[config.mk]
export PLATFORM = sky130hd
export DESIGN_NAME = neighbour_window
export DESIGN_NICKNAME = d
export VERILOG_FILES = /design/src/rtl/neighbour_window.sv
export SDC_FILE = /design/constraint.sdc
export NUM_CORES = 1
export LEC_CHECK = 0
export ABC_AREA = 0
export BUFFER_PORTS_ARGS = -buffer_cell sky130_fd_sc_hd__buf_2
export CAP_MARGIN = 20
export CORE_AREA = 2 2 82 84
export CTS_CLUSTER_DIAMETER = 80
export DETAILED_ROUTE_END_ITERATION = 8
export DIE_AREA = 0 0 84 86
export PLACE_DENSITY_LB_ADDON = 0.3
export REMOVE_ABC_BUFFERS = 1
export SLEW_MARGIN = 10
export SYNTH_ARGS = -nofsm -noshare
export SYNTH_HDL_FRONTEND = slang
export SYNTH_SLANG_ARGS = --single-unit
[constraint.sdc]
create_clock -name clk -period 4.3 [get_ports clk]
set_input_delay 0.43 -clock clk [delete_from_list [all_inputs] [get_ports clk]]
set_output_delay 0.43 -clock clk [all_outputs]
set_load 0.01 [all_outputs]
[src/rtl/neighbour_window.sv]
// Raster-order cell stream to 3x3 neighbour window; define NEIGHBOUR_WINDOW_LIVE_BORDER_EN for a live (1) border.
// Registered output one edge after the loading step; input stalls while a window is held unconsumed.
module neighbour_window #(
  parameter int COLS = 8,
  parameter int ROWS = 8
) (
  input  logic       clk,
  input  logic       rst,
  input  logic       in_valid,
  output logic       in_ready,
  input  logic       in_cell,
  output logic       out_valid,
  input  logic       out_ready,
  output logic       out_center,
  output logic [7:0] out_neighbors,
  output logic       out_last
);
  localparam int SRW = 2*COLS+3;
  localparam int KW  = $clog2(ROWS*COLS);
  localparam int RW  = $clog2(ROWS);
  localparam int CW  = $clog2(COLS);

  localparam logic [1:0] FILL  = 2'd0;
  localparam logic [1:0] RUN   = 2'd1;
  localparam logic [1:0] DRAIN = 2'd2;

  logic [1:0]     state;
  logic [KW-1:0]  k;
  logic [RW-1:0]  row;
  logic [CW-1:0]  col;
  logic [SRW-1:0] sr;
  logic [SRW-1:0] sr_next;
  logic           shift_bit;
  logic           free;
  logic           fill_acc;
  logic           step;
  logic           top, bot, left, right;
  logic [7:0]     raw;
  logic [7:0]     edge_mask;
  logic [7:0]     nb;

  assign free      = !out_valid || out_ready;
  assign fill_acc  = (state == FILL) && in_valid;
  assign step      = ((state == RUN) && in_valid && free) || ((state == DRAIN) && free);
  assign shift_bit = (state == DRAIN) ? 1'b0 : in_cell;
  assign sr_next   = {sr[SRW-2:0], shift_bit};

  always_comb begin
    in_ready = 1'b0;
    case (state)
      FILL:    in_ready = 1'b1;
      RUN:     in_ready = free;
      default: in_ready = 1'b0;
    endcase
  end

  // Row/col track the cell whose window is being loaded this step.
  assign top   = (row == '0);
  assign bot   = (row == RW'(ROWS-1));
  assign left  = (col == '0);
  assign right = (col == CW'(COLS-1));

  // Bit order SE,S,SW,E,W,NE,N,NW from bit 7 down to bit 0.
  assign raw = {sr_next[0], sr_next[1], sr_next[2], sr_next[COLS],
                sr_next[COLS+2], sr_next[2*COLS], sr_next[2*COLS+1], sr_next[2*COLS+2]};
  assign edge_mask = {bot | right, bot, bot | left, right, left, top | right, top, top | left};

`ifdef NEIGHBOUR_WINDOW_LIVE_BORDER_EN
  assign nb = raw | edge_mask;
`else
  assign nb = raw & ~edge_mask;
`endif

  always_ff @(posedge clk) begin
    if (!rst) begin
      state         <= FILL;
      k             <= '0;
      row           <= '0;
      col           <= '0;
      sr            <= '0;
      out_valid     <= 1'b0;
      out_center    <= 1'b0;
      out_neighbors <= '0;
      out_last      <= 1'b0;
    end else begin
      if (fill_acc || step) sr <= sr_next;

      case (state)
        FILL: if (fill_acc) begin
          k <= k + KW'(1);
          if (k == KW'(COLS)) state <= RUN;
        end
        RUN: if (step) begin
          k <= k + KW'(1);
          if (k == KW'(ROWS*COLS-1)) state <= DRAIN;
        end
        DRAIN: if (step && bot && right) begin
          state <= FILL;
          k     <= '0;
        end
        default: state <= FILL;
      endcase

      if (step) begin
        out_valid     <= 1'b1;
        out_center    <= sr_next[COLS+1];
        out_neighbors <= nb;
        out_last      <= bot && right;
        if (right) begin
          col <= '0;
          row <= bot ? '0 : row + RW'(1);
        end else begin
          col <= col + CW'(1);
        end
      end else if (out_ready) begin
        out_valid <= 1'b0;
      end
    end
  end
endmodule
# After elaboration in Yosys (flattened, before gate mapping)

Cells that the tools add are included.
Widths: inputs -> output; s select.

Add/subtract/negate cells: 3
$mul: 0
Divide/modulo/power cells: 0
Magnitude comparators: 0
Equality and inequality tests: 11
Shifts and indexed selects: 0
Muxes and demuxes: 16
Bitwise operators: 6
Reductions and logical operators: 19

Operator list:

| operator            | count |
|---|---|
| $mux 6              | 3 |
| $pmux 6 s3          | 1 |
| $mux 2              | 5 |
| $and 8x8->8         | 1 |
| $not 8->8           | 1 |
| $logic_and 1x1->1   | 7 |
| $add 3x1->3 const B | 2 |
| $add 6x1->6 const B | 1 |
| $eq 3x3->1 const B  | 2 |
| $eq 6x4->1 const B  | 1 |
| $eq 6x6->1 const B  | 1 |
| $logic_not 3->1     | 2 |
| $mux 3              | 2 |
| $ne 2x1->1 const B  | 3 |
| $pmux 2 s3          | 1 |
| $reduce_and 5->1    | 1 |
| $ne 2x2->1 const B  | 2 |
| $or 1x1->1          | 4 |
| $reduce_and 4->1    | 1 |
| $logic_or 1x1->1    | 3 |
| $mux 1              | 3 |
| $reduce_bool 3->1   | 1 |
| $eq 2x1->1 const B  | 1 |
| $eq 2x2->1 const B  | 1 |
| 5 further kinds     | 5 |

Flip-flop bits (word level): 43
Latch bits: 0
RAM bits: 0
ROM bits: 0
Input port bits: 5
Output and inout port bits: 12
Logic and storage cells: 64
Memories: 0

# Longest topological paths before layout

Word-level depth: 8
Depth in mapped cells: 6
Gate-level depth less buffers: 5

# Worst setup path after synthesis

Ideal clock, no wire load.

Path kind: reg-to-reg
Start point: register col[0]
End point: register row[1]
Setup time: 0.070 ns
Data arrival time: 1.517 ns
Data required time: 4.230 ns
Path slack: 2.713 ns
Stages on the path, launching flop included: 7
Buffers on the path: 1
Period minus slack after synthesis: 1.587 ns
Cells stage by stage: dfxtp_1 -> ha_1 -> ha_1 -> clkbuf_1 -> o211ai_4 -> or3b_1 -> a21oi_1

Longest elaborated chain between the ends: 2

Ends and longest elaborated chain:

| item                              | RTL line | RTL |
|---|---|---|
| from (decl)                       | 30       | `logic [CW-1:0] col;` |
| from (signal assigned)            | 113      | `col <= col + CW'(1);` |
| $eq 3x3->1                        | 61       | `assign right = (col == CW'(COLS-1));` |
| $reduce_and 2->1 (no source line) | -        |  |
| to (signal assigned)              | 111      | `row <= bot ? '0 : row + RW'(1);` |
| to (decl)                         | 29       | `logic [RW-1:0] row;` |

Every way passes these cells.
A chain may end at the register's enable or synchronous reset.

# Worst setup path after layout

Same ends and word-level chain as after synthesis.

==> reports/qor.csv <==
stage,metric,value,unit
routing,drtIter0Drc,63,
clocking,post_cts_resized,0,
synth,synth_adder_area_share,5.28,%
finish,fillers,663,
synth,postSynthAreaPerCell,8.46,um^2
finish,area_growth,10.8,%
sta,hold_viol,0,
clocking,clkSinkCount,43,
clocking,cts_setup_buffers,0,
sta,whs,424,ps
synth,netlist_instances,224,
sta,timing.final.ws_setup,2570,ps
synth,async_flop_share,0,%
floorplanning,rows,29,
clocking,clk_latency,290,ps
routing,routedWlPerCell,11.3,um
floorplanning,core,0.00628,mm^2
synth,synth_edf_count,0,
status,status,"finished, final reports clean",
floorplanning,io_pins,17,
routing,drcViolationCount,0,
clocking,clockRootBuffer,clkbuf_8,
finish,multi_input_area,950,um^2
setup_path,endpoint_kind,flip-flop,
power_and_ir_drop,pwr_density_cell,323,mW/mm^2
setup_path,cpMostUsedCell,ha_1,
job,cap_violations,0,
floorplanning,dieHeight,86,um
synth,yosys.cell_count.top_type,dfxtp_1,
finish,regArea,861,um^2
clocking,cts_made_buffers,5,
synth,synth_top_family_by_area,simple AND/OR/NAND/NOR gates,
global_routing,grt_pass1_vias,1379,
power_and_ir_drop,total_power,0.679,mW
routing,firstDrtPassIters,4,
finish,n_antenna_cell,0,
sta,rsz0062_at_grt,false,
setup_path,critPathMaxStageDelay,420,ps
floorplanning,die_w,84,um
synth,ys.flop_type,dfxtp_1,
setup_path,cp.required,4510,ps
synth,synth_xor_area_share,1.85,%
global_routing,grt_pass1_wl,6280,um
global_routing,grt_max_degree,42,
placement,gp_routability_congestion,0.767,
clocking,clk_path_buf_depth,2,
routing,antenna_left,0,
sta,slew_headroom,46.2,%
synth,ys_top_cells_by_area,"dfxtp_1, nand2_1, nand3_1",
placement,io_buffers,16,
global_routing,overflow,0,
synth,synth.cells.most_frequent,"dfxtp_1, nand2_1, nand3_1",
synth,synthSimpleGateAreaFrac,28.3,%
floorplanning,die-area,0.00722,mm^2
synth,ys_seq_elements,43,
clocking,cts_tree,built,
power_and_ir_drop,power_leakage,0.734,nW
synth,ys_warn_count,0,
worst_hold_path,worstHoldPathType,primary input to flip-flop,
sta,worst-slew-pin-transition,807,ps
sta,max_freq,578,MHz
floorplanning,start_util,30.2,%
sta,period_share,40.2,%
sta,tns,0,ps
clocking,path_clk_slew,80,ps
placement,place_ws,2290,ps
sta,finalSetupViolCount,0,
power_and_ir_drop,ir_drop,0.177,mV
setup_path,crit_chain,ha_1 > ha_1 > o211ai_4 > or3b_1 > a21oi_1,
sta,period_minus_slack,1730,ps
setup_path,arrival,1940,ps
synth,synth_compound_area_share,14.7,%
global_routing,antenna_found_initial,0,
routing,vias,1491,
setup_path,worst_setup_path_start_kind,flip-flop,
setup_path,crit_type,flip-flop to flip-flop,
sta,finClkSkew,5.52,ps
synth,synth_cell_type_count,38,
synth,seq_area_frac_synth,45.4,%
setup_path,crit_slowest_cell,ha_1,
clocking,cts_max_level,2,
placement,dp_hpwl,2460,um
synth,synth_top_area_share,45.4,%
routing,wl,3540,um
global_routing,grt_usage,10.7,%
finish,stdcell_count,312,
synth,syn-cell-area,0.00189,mm^2
routing,viasPerCell,4.78,
finish,nets,247,
placement,dp_cells,304,
synth,muxShareOfSynthArea,0,%
sta,slew_viol_final,0,
synth,synth_top_area_cell,dfxtp_1,
setup_path,worstPathMaxFanout,10,
finish,layout-drive-gt1-share,14.0,%
clocking,cts.hold.buffers_added,0,
## critical path, delay by kind of cell, from the launching register on
kind	cells	cell delay [ps]
compound gates	2	300
fa+ha+maj	2	590
flops	1	380
simple gates	1	390
## power by group
group          leakage (nW)  switching, mW  internal [mW]
Sequential            0.347        0.00240          0.401
Combinational         0.346         0.0195        0.00705
Clock                0.0412          0.136          0.114
Total                 0.734          0.157          0.521
## layout by cell type, fill, tap and decap left out, types with 3 or more instances in the layout
master    count
a21oi_1      17
nand3b_1      5
dfxtp_1      43
nand3_1      26
a31oi_1       3
nor2_1        6
xnor2_1       3
nand2_1      42
nand4_1       3
buf_2        16
clkbuf_8      5
ha_1          8
inv_1         7
o21ai_1      18
nand2b_1      4
## area by class of cell
class | instances | area share [%]
clock inverters | 2 | 0.596
multi-input cells | 161 | 45.3
inverters | 7 | 1.25
well taps | 77 | 4.59
flip-flops and latches | 43 | 41.0
repair buffers | 16 | 3.82
clock buffers | 6 | 3.46
## metrics by stage
stage / instance area (um^2) / utilization, %
global placement: 2010 / 32.1
global route: 2100 / 33.4
detailed placement: 2010 / 32.1
CTS: 2100 / 33.4
floorplan: 1840 / -
finish: 2100 / 33.4
## final timing paths
kind	start	end	slack [ps]	cells after the start
worst max-delay path	col[0]	row[1]	2570	5
worst min-delay path	in_valid	state[0]	420	2
worst max register to register	col[0]	row[1]	2570	5
worst min register to register	sr[4]	sr[5]	450	2
## cell families (layout without fill, tap and decap cells)
logic type                 after synthesis  in the layout
and+or+nand+nor                        104            104
AOI/OAI and AO/OA                       45             45
DFF                                     43             43
buffers and inverters                   20             31
adders and majority gates                8              8
xor gates and xnor gates                 4              4
## state kept, by name, summed over array words and instances, names as in the netlist
signal,cells
k,6
row,3
col,3
out_center,1
state,2
sr,18
out_valid,1
out_neighbors,8
out_last,1
## routing by layer
layer  GRT usage [%]  vias to the layer above  part of all wire, %
met2            16.9                       22                   42
li1                -                      794                    -
met4            4.40                        0                  1.4
met1            13.8                      673                   53
met3            3.18                        2                  3.8
met5               0                        -                    0
Power figures use the tool's default switching activity.
